--- config.mk ---
export PLATFORM = sky130hd
export DESIGN_NAME = myriadrf_cfg_regs
export DESIGN_NICKNAME = d
export VERILOG_FILES = /design/src/rtl/myriadrf_cfg_pkg.sv /design/src/rtl/myriadrf_evt_reg.sv /design/src/rtl/myriadrf_cfg_regs.sv
export SDC_FILE = /design/constraint.sdc
export NUM_CORES = 1
export LEC_CHECK = 0
export BUFFER_PORTS_ARGS = -buffer_cell sky130_fd_sc_hd__buf_2
export CORE_ASPECT_RATIO = 0.8
export CORE_MARGIN = 4
export CORE_UTILIZATION = 47
export CTS_CLUSTER_SIZE = 14
export DETAILED_ROUTE_END_ITERATION = 7
export PLACE_DENSITY = 0.87
export SYNTH_ARGS = -nofsm -noshare
export SYNTH_HDL_FRONTEND = slang
export SYNTH_SLANG_ARGS = --single-unit
--- constraint.sdc ---
create_clock -name wb_clk_i -period 3.1 [get_ports wb_clk_i]
set_clock_uncertainty 0.1 [all_clocks]
set_input_delay 0.62 -clock wb_clk_i [delete_from_list [all_inputs] [get_ports wb_clk_i]]
set_output_delay 0.62 -clock wb_clk_i [all_outputs]
set_load 0.01 [all_outputs]
--- src/rtl/myriadrf_cfg_pkg.sv ---
// myriadrf_cfg_pkg: shared types, constants and helpers for the MyriadRF config register bank
package myriadrf_cfg_pkg;
   typedef enum logic [1:0] {IDLE, CLASSIC, BURST} state_t;
   localparam logic [2:0] CTI_CLASSIC = 3'b000;
   localparam logic [2:0] CTI_INCR = 3'b010;
   localparam logic [2:0] CTI_END = 3'b111;
   localparam int IDX_W = 8;
   function automatic logic [7:0] byte_merge(input logic [7:0] old_b, input logic [7:0] new_b, input logic sel);
      return sel ? new_b : old_b;
   endfunction
endpackage

--- src/rtl/myriadrf_evt_reg.sv ---
// myriadrf_evt_reg: sticky write-1-to-clear event register with byte-writable mask and registered irq
module myriadrf_evt_reg
   import myriadrf_cfg_pkg::*;
#(
   parameter int WB_DW = 32
) (
   input  logic               wb_clk_i,
   input  logic               wb_rst_ni,
   input  logic [WB_DW-1:0]   evt_set,
   input  logic [WB_DW-1:0]   wdat,
   input  logic [WB_DW/8-1:0] sel,
   input  logic               clr_en,
   input  logic               mask_en,
   output logic [WB_DW-1:0]   evt,
   output logic [WB_DW-1:0]   mask,
   output logic               irq
);
   logic [WB_DW-1:0] clr, mask_d;
   always_comb begin
      clr = '0;
      mask_d = mask;
      for (int b = 0; b < WB_DW/8; b++) begin
         clr[b*8 +: 8] = clr_en ? byte_merge(8'h00, wdat[b*8 +: 8], sel[b]) : 8'h00;
         mask_d[b*8 +: 8] = mask_en ? byte_merge(mask[b*8 +: 8], wdat[b*8 +: 8], sel[b]) : mask[b*8 +: 8];
      end
   end
   // a set pulse wins over a simultaneous clear of the same bit
   always_ff @(posedge wb_clk_i or negedge wb_rst_ni)
      if (!wb_rst_ni) begin
         evt <= '0;
         mask <= '0;
         irq <= 1'b0;
      end else begin
         evt <= (evt & ~clr) | evt_set;
         mask <= mask_d;
         irq <= |(evt & mask);
      end
endmodule

--- src/rtl/myriadrf_cfg_regs.sv ---
// myriadrf_cfg_regs: Wishbone B4 control/status/event register bank with registered-feedback linear bursts
module myriadrf_cfg_regs
   import myriadrf_cfg_pkg::*;
#(
   parameter int WB_AW = 32,
   parameter int WB_DW = 32,
   parameter int NUM_CTRL = 8,
   parameter int NUM_STAT = 4,
   parameter int ADDR_LSB = 2,
   parameter logic [NUM_CTRL*WB_DW-1:0] CTRL_RST = '0
) (
   input  logic                                         wb_clk_i,
   input  logic                                         wb_rst_ni,
   input  logic [WB_AW-1:0]                             wb_adr_i,
   input  logic [WB_DW-1:0]                             wb_dat_i,
   input  logic [WB_DW/8-1:0]                           wb_sel_i,
   input  logic                                         wb_we_i,
   input  logic                                         wb_cyc_i,
   input  logic                                         wb_stb_i,
   input  logic [2:0]                                   wb_cti_i,
   input  logic [1:0]                                   wb_bte_i,
   output logic [WB_DW-1:0]                             wb_dat_o,
   output logic                                         wb_ack_o,
   output logic                                         wb_err_o,
   output logic                                         wb_rty_o,
   output logic [NUM_CTRL*WB_DW-1:0]                    ctrl_o,
   output logic [NUM_CTRL-1:0]                          ctrl_wr_o,
   input  logic [(NUM_STAT > 0 ? NUM_STAT : 1)*WB_DW-1:0] stat_i,
   input  logic [WB_DW-1:0]                             evt_i,
   output logic                                         irq_o
);
   localparam logic [IDX_W-1:0] STAT_IDX = IDX_W'(NUM_CTRL);
   localparam logic [IDX_W-1:0] EVT_IDX = IDX_W'(NUM_CTRL + NUM_STAT);
   localparam logic [IDX_W-1:0] MASK_IDX = EVT_IDX + 1'b1;
   state_t state_q, state_d;
   logic [IDX_W-1:0] idx, idx_q, rd_idx;
   logic [WB_DW-1:0] rd_dat, dat_q, evt, mask;
   logic [NUM_CTRL-1:0][WB_DW-1:0] ctrl_q;
   logic [NUM_CTRL-1:0] ctrl_wr_q;
   logic req, load, rd_ok, commit, ack_q, err_q, unused_ok;
   assign idx = wb_adr_i[ADDR_LSB +: IDX_W];
   assign req = wb_cyc_i & wb_stb_i;
   // in a burst the next beat's data is fetched one index ahead
   assign rd_idx = state_q == IDLE ? idx : idx_q + 1'b1;
   assign rd_ok = rd_idx <= MASK_IDX && !(wb_we_i && rd_idx >= STAT_IDX && rd_idx < EVT_IDX);
   assign commit = ack_q & req & wb_we_i;
   assign unused_ok = ^{wb_adr_i, wb_bte_i, stat_i, wb_cti_i == CTI_CLASSIC};
   always_comb begin
      rd_dat = '0;
      for (int k = 0; k < NUM_CTRL; k++)
         if (rd_idx == IDX_W'(k)) rd_dat = ctrl_q[k];
      for (int k = 0; k < NUM_STAT; k++)
         if (rd_idx == IDX_W'(NUM_CTRL + k)) rd_dat = stat_i[k*WB_DW +: WB_DW];
      if (rd_idx == EVT_IDX) rd_dat = evt;
      if (rd_idx == MASK_IDX) rd_dat = mask;
   end
   always_comb begin
      state_d = state_q;
      load = 1'b0;
      case (state_q)
         IDLE: if (req) begin
            load = 1'b1;
            state_d = wb_cti_i == CTI_INCR ? BURST : CLASSIC;
         end
         CLASSIC: state_d = IDLE;
         BURST: if (!req || wb_cti_i == CTI_END) state_d = IDLE;
                else load = 1'b1;
         default: state_d = IDLE;
      endcase
   end
   always_ff @(posedge wb_clk_i or negedge wb_rst_ni)
      if (!wb_rst_ni) begin
         state_q <= IDLE;
         idx_q <= '0;
         dat_q <= '0;
         ack_q <= 1'b0;
         err_q <= 1'b0;
      end else begin
         state_q <= state_d;
         ack_q <= load & rd_ok;
         err_q <= load & ~rd_ok;
         if (load) begin
            idx_q <= rd_idx;
            dat_q <= rd_dat;
         end
      end
   always_ff @(posedge wb_clk_i or negedge wb_rst_ni)
      if (!wb_rst_ni) begin
         ctrl_q <= CTRL_RST;
         ctrl_wr_q <= '0;
      end else begin
         for (int i = 0; i < NUM_CTRL; i++) begin
            ctrl_wr_q[i] <= commit && idx_q == IDX_W'(i);
            if (commit && idx_q == IDX_W'(i))
               for (int b = 0; b < WB_DW/8; b++)
                  ctrl_q[i][b*8 +: 8] <= byte_merge(ctrl_q[i][b*8 +: 8], wb_dat_i[b*8 +: 8], wb_sel_i[b]);
         end
      end
   myriadrf_evt_reg #(.WB_DW(WB_DW)) u_evt (
      .wb_clk_i (wb_clk_i),
      .wb_rst_ni(wb_rst_ni),
      .evt_set  (evt_i),
      .wdat     (wb_dat_i),
      .sel      (wb_sel_i),
      .clr_en   (commit && idx_q == EVT_IDX),
      .mask_en  (commit && idx_q == MASK_IDX),
      .evt      (evt),
      .mask     (mask),
      .irq      (irq_o)
   );
   assign wb_dat_o = dat_q;
   assign wb_ack_o = ack_q;
   assign wb_err_o = err_q;
   assign wb_rty_o = 1'b0;
   assign ctrl_o = ctrl_q;
   assign ctrl_wr_o = ctrl_wr_q;
endmodule

==> run_results.csv, run 1 <==
group,metric,value,unit
floorplanning,fp.dieW,228.0,um
sta,fin_ws,-0.1418,ns
yosys,synth_adder_area_share,0.002750,
sta,hold_viol,0,
drt,vias_per_cell,6.417,
sta,rsz0062_at_grt,"yes",
yosys,synth_top_family_by_area,"multiplexers",
yosys,ys.warnings.count,0,
pwr,power.leakage,12.95,nW
yosys,synth_top_area_frac,0.5130,
yosys,synthArstFlopShare,1.000,
pwr,peakVddDrop,434.0,uV
clock_tree,clockBufferDepth,3,
yosys,syn-num-nets,1807,
place,place_hpwl,63400,um
global_route,grt_max_degree,79,
layout,drive_gt1_frac,0.5386,
sta,min_period,3.242,ns
drt,vias,17948,
global_route,grt_pass1_wl,121100,um
floorplanning,io_pins,538,
run,maxCapViolations,0,
clock_tree,clock-sinks,373,
yosys,synth_common_cells,"373 x dfrtp_1, 289 x mux2_2, 186 x nand2_1",
clock_tree,clock_latency,0.55,ns
drt,ant_nets,0,
sta,worst_pin_slew,0.7483,ns
layout,design_area,0.02529,mm^2
critical_path,crit_path_max_fanout,8,
floorplanning,placementRows,64,
sta,maxSlewViolCount,0,
yosys,seq_area_frac_synth,0.5130,
clock_tree,cts_tree,"built",
critical_path,cp.arrival,3.58,ns
critical_path,critical_path_required,3.44,ns
drt,drc,0,
min_path,holdPathStages,2,
sta,max_clock_freq,0.3085,GHz
run_status,outcome,"finished, violations left",
yosys,synth.most_common_cell,"dfrtp_1",
clock_tree,ctsHtreeMaxLevel,2,
sta,setup_viol,27,
clock_tree,cts-root-buf,"clkbuf_16",
floorplanning,die_area,0.04195,mm^2
critical_path,rr_worst_depth,15,
yosys,synth_compound_area_frac,0.1490,
yosys,ys_types,65,
global_route,grt_pass1_vias,18346,
run_status,violations,"setup timing",
yosys,synthMuxAreaShare,0.2109,
yosys,synth_area,0.01820,mm^2
critical_path,critPathSlowestCell,"dfrtp_2",
critical_path,critical_path_class,"reg2reg",
yosys,ys_seq_elements,373,
critical_path,crit_top_cell,"buf_12",
global_route,grt_overflow,0,
critical_path,critPathTopFamily,"buffers and inverters",
critical_path,crit_chain,"nand4_1, buf_4, or3_4, a31oi_1, buf_4, buf_12, or4_1, buf_6, buf_12, nor2_4, buf_6, buf_12, a221oi_1, nand2_1, o21a_1",
yosys,ys_top_cells_by_area,"dfrtp_1 51%, mux2_2 18%, nand2_1 3.8%",
place,dpl_cell_area,0.02295,mm^2
clock_tree,clk_pin_slew,0.07,ns
place,io_buffers,510,
drt,drt-pass1-iter-count,6,
yosys,syn_avg_cell_area,11.63,um^2
drt,drt_iter0_drc,1963,
place,gp_congestion,0.9279,
yosys,synth_flop_cell,"dfrtp_1",
yosys,syn_inst,1565,
clock_tree,cts_made_buffers,40,
min_path,hold_class,"in2reg",
layout,final_nets,2507,
pwr,power_density,464.6,mW/mm^2
critical_path,crit_path_start_kind,"flop",
yosys,synth_edf_count,0,
yosys,yosysTopAreaCell,"dfrtp_1",
floorplanning,initial_core_util,0.4764,
place,pre_cts_ws,-0.4931,ns
drt,wl,84580,um
yosys,synth-simple-area-share,0.09441,
critical_path,critPathMaxStageDelay,0.42,ns
floorplanning,die_height,184.0,um
floorplanning,fp.coreArea,0.03820,mm^2
sta,slew-limit-headroom,0.5000,
yosys,synth_xor_xnor_area_share,0.001925,
global_route,track_usage,0.3856,
critical_path,crit_buf_inv,7,
sta,fin_crit_sh,1.046,
layout,area_growth,39.01,%
global_route,antenna_found_initial,16,
critical_path,cp.depth,15,
drt,avgRoutedWirePerCell,30.24,um
sta,holdWs,0.1417,ns
critical_path,cp-end-kind,"flop",
[stage by stage]
step | cells | TNS [ns] | utilization | power, mW
4_1_cts | 2774 | -0.4541 | 0.6515 | 11.61
6_report | 2797 | -1.777 | 0.6622 | 11.75
3_3_place_gp | 2678 | -11.74 | 0.6010 | 6.632
3_5_place_dp | 2678 | -10.94 | 0.6010 | 6.658
2_1_floorplan | 1565 | 0 | - | 5.719
5_1_grt | 2796 | -3.312 | 0.6621 | 12.07
[layout by cell type, fill, tap and decap left out, types with 11 or more instances in the layout]
master,instances
diode_2,11
nand4_1,11
o211ai_1,21
buf_2,509
mux4_2,25
dfrtp_1,371
nand3_1,18
buf_12,31
o21ai_0,36
o221ai_1,11
o21ai_1,14
clkbuf_16,43
buf_4,196
buf_6,28
a221oi_1,20
a31oi_1,21
nor2_1,61
a22o_1,24
nand2_1,177
a32oi_1,12
o22ai_1,15
a21oi_1,43
nor3_1,16
o221ai_2,11
a21o_1,33
a22oi_1,36
mux2_2,289
[cell families after synthesis]
logic type | after synthesis
compound gates | 377
flops | 373
mux | 316
simple gates | 372
fa+ha+maj | 4
xor+xnor | 4
other cells | 1
buf+inv | 118
[sequential cells by signal (all words and copies together), names as in the netlist]
register    flops
ctrl_o        256
u_evt.evt      32
u_evt.mask     32
wb_dat_o       32
ctrl_wr_o       8
idx_q           8
state_q         2
u_evt.irq       1
wb_ack_o        1
wb_err_o        1
[what timing repair did]
item                       CTS  global route
setup buffers               26            13
hold buffers                 1             0
pin swaps                   27            16
gates resized for setup     90            59
cloned                       1             2
hold endpoints to repair    58             0
setup endpoints to repair   32            32
[report_power, final]
part | leakage (nW) | total (mW) | internal [mW] | switching (mW)
Sequential | 4.98 | 5.02 | 4.95 | 0.0636
Clock | 0.643 | 4.92 | 2.83 | 2.10
Combinational | 7.33 | 1.81 | 0.720 | 1.09
[cell type report]
| type | instances | area [um^2] |
|---|---|---|
| well taps | 495 | 619.3 |
| flip-flops and latches | 373 | 9336 |
| clock buffers | 56 | 1142 |
| fillers | 2887 | 12900 |
| inverters | 4 | 15.01 |
| multi-input cells | 1074 | 8885 |
| diodes | 11 | 27.53 |
| repair buffers | 772 | 5115 |
| clock inverters | 12 | 153.9 |
[metal layers]
| layer | track usage | wire, um |
|---|---|---|
| met1 | 0.5045 | 32480 |
| met2 | 0.5980 | 38150 |
| met3 | 0.1137 | 9384 |
| met4 | 0.1816 | 4520 |
| met5 | 0 | 45 |
[worst paths after layout]
check | slack, ns | endpoint | from
max | -0.14 | wb_dat_o[26] | idx_q[1]
max reg2reg | -0.14 | wb_dat_o[26] | idx_q[1]
min | 0.14 | u_evt.evt[8] | evt_i[8]
min in group asynchronous | 0.54 | ctrl_o[217] | wb_rst_ni
max in group asynchronous | 1.51 | ctrl_o[172] | wb_rst_ni
min reg2reg | 0.41 | wb_dat_o[9] | wb_dat_o[9]
(Power assumes the default switching activity.)
==> inputs of run 2 (changes only) <==
Settings changed: CORE_AREA set to 4 4 210 212, CORE_ASPECT_RATIO 0.8 to unset, CORE_MARGIN 4 to unset, CORE_UTILIZATION 47 to unset, CTS_BUF_LIST set to sky130_fd_sc_hd__clkbuf_4 sky130_fd_sc_hd__clkbuf_8, CTS_CLUSTER_DIAMETER set to 120, DIE_AREA set to 0 0 214 216, PLACE_DENSITY 0.87 to 0.81.
==> run_results.csv, run 2 (synthesis gave the netlist of run 1 again) <==
group,metric,value,unit
run_status,outcome,"finished, violations left",
run_status,violations,"setup timing",
run,maxCapViolations,0,
place,io_buffers,510,
drt,vias,17360,
critical_path,critical_path_required,3.56,ns
layout,fillCellCount,3599,
layout,design_area,0.02412,mm^2
clock_tree,cts_tree,"built",
pwr,peakVddDrop,360.8,uV
place,gp_congestion,0.9349,
place,place_hpwl,64620,um
layout,drive_gt1_frac,0.5214,
drt,avgRoutedWirePerCell,29.76,um
global_route,antenna_found_initial,12,
layout,final_cell_mix,"509 x buf_2, 371 x dfrtp_1, 289 x mux2_2",
drt,ant_nets,0,
drt,drt_iter0_drc,1649,
pwr,power.leakage,12.32,nW
critical_path,r2r_slack,-0.003,ns
sta,setup_viol,1,
place,pre_cts_ws,-0.3424,ns
clock_tree,clockBufferDepth,3,
layout,final_core_util,0.5749,
clock_tree,clock-sinks,373,
clock_tree,clk_pin_slew,0.10,ns
min_path,hold_class,"in2reg",
layout,final_nets,2490,
sta,maxSlewViolCount,0,
drt,drc,0,
floorplanning,placementRows,75,
clock_tree,ctsHtreeMaxLevel,1,
critical_path,startpoint,"state_q[1]",
pwr,power_density,384.8,mW/mm^2
drt,drt-pass1-iter-count,6,
floorplanning,fp.coreArea,0.04195,mm^2
layout,area_growth,32.54,%
floorplanning,io_pins,538,
critical_path,rr_worst_depth,11,
critical_path,crit_path_start_kind,"flop",
global_route,grt_pass1_wl,120600,um
place,dpl_cell_area,0.02297,mm^2
sta,slew-limit-headroom,0.4798,
sta,hold_viol,0,
sta,worst_pin_slew,0.7732,ns
global_route,grt_max_degree,71,
clock_tree,clock_latency,0.67,ns
sta,fin_ws,-0.003278,ns
critical_path,critical_path_class,"reg2reg",
sta,rsz0062_at_grt,"yes",
sta,max_clock_freq,0.3222,GHz
layout,layoutNonFillerInstCount,2797,
drt,wl,83230,um
global_route,grt_overflow,0,
critical_path,crit_path_max_fanout,6,
critical_path,crit_path_end,"wb_dat_o[28]",
sta,holdWs,0.03344,ns
sta,fin_crit_sh,1.001,
critical_path,cp.arrival,3.56,ns
sta,min_period,3.103,ns
critical_path,worstReg2RegStart,"state_q[1]",
critical_path,cp-end-kind,"flop",
layout,largest_reg_flops,256,
floorplanning,initial_core_util,0.4338,
floorplanning,fp.dieW,214,um
floorplanning,die_height,216,um
global_route,track_usage,0.3470,
clock_tree,cts-root-buf,"clkbuf_8",
layout,final_common_cell,"buf_2",
critical_path,r2r_end,"wb_dat_o[28]",
floorplanning,die_area,0.04622,mm^2
drt,vias_per_cell,6.207,
place,dp.cells,2722,
clock_tree,cts_made_buffers,30,
global_route,grt_pass1_vias,17903,
-- run 2: repair_timing --
action                                  in CTS  in global routing
pin swaps                                   13                 26
endpoints found under the setup margin      29                 32
resized for setup                           38                 61
endpoints found under the hold margin       70                  0
buffers inserted                             6                 18
hold buffers                                10                  0
-- run 2: area by class of cell --
class / instances / area, um^2 / area share
Multi-Input combinational cell: 1074 / 8743 / 0.3625
Sequential cell: 373 / 9336 / 0.3871
Clock inverter: 2 / 16.27 / 0.0006744
Inverter: 4 / 20.02 / 0.0008301
Antenna cell: 10 / 25.02 / 0.001038
Timing Repair Buffer: 765 / 4888 / 0.2027
Tap cell: 539 / 674.4 / 0.02796
Clock buffer: 30 / 412.9 / 0.01712
-- run 2: worst min-delay path by stage --
stage / from / end / cells after the start
final: evt_i[9] / u_evt.evt[9] / 2
after global routing: evt_i[6] / u_evt.evt[6] / 2
after floorplan: wb_rst_ni / ctrl_o[0] / 0
after CTS: evt_i[22] / u_evt.evt[22] / 2
after detailed placement: wb_dat_o[15] / wb_dat_o[15] / 1
after global placement: u_evt.evt[21] / u_evt.evt[21] / 1
-- run 2: report_power, final --
group	internal, mW	total (mW)	switching, mW
Combinational	0.690	1.74	1.05
Sequential	4.95	5.01	0.0653
Clock	0.872	2.53	1.66
-- run 2: per-stage QoR --
| step | TNS (ns) | power (mW) |
|---|---|---|
| after global placement | -3.407 | 6.631 |
| after global routing | -0.2995 | 9.594 |
| after floorplan | 0 | 5.719 |
| after detailed placement | -4.139 | 6.655 |
| final | -0.003278 | 9.280 |
| after CTS | 0 | 9.194 |
-- run 2: layer usage --
layer  global-route usage  vias to the layer above  routed length (um)
li1                     -                     7251                   -
met1               0.4507                     8701               32140
met2               0.5671                     1156               39040
met3              0.08073                      244                7911
met4               0.1388                        8                4091
met5                    0                        -                  53
-- run 2: critical path, cell delays in order, from the launching register on --
cell and delay [ns]:
dfrtp_1 0.43, buf_4 0.17, nor2_4 0.15, nor4_2 0.08, or3_4 0.40, buf_12 0.16, nor4_4 0.34, buf_4 0.17
a21boi_2 0.04, o311a_1 0.40, or4_1 0.42, a31oi_1 0.17
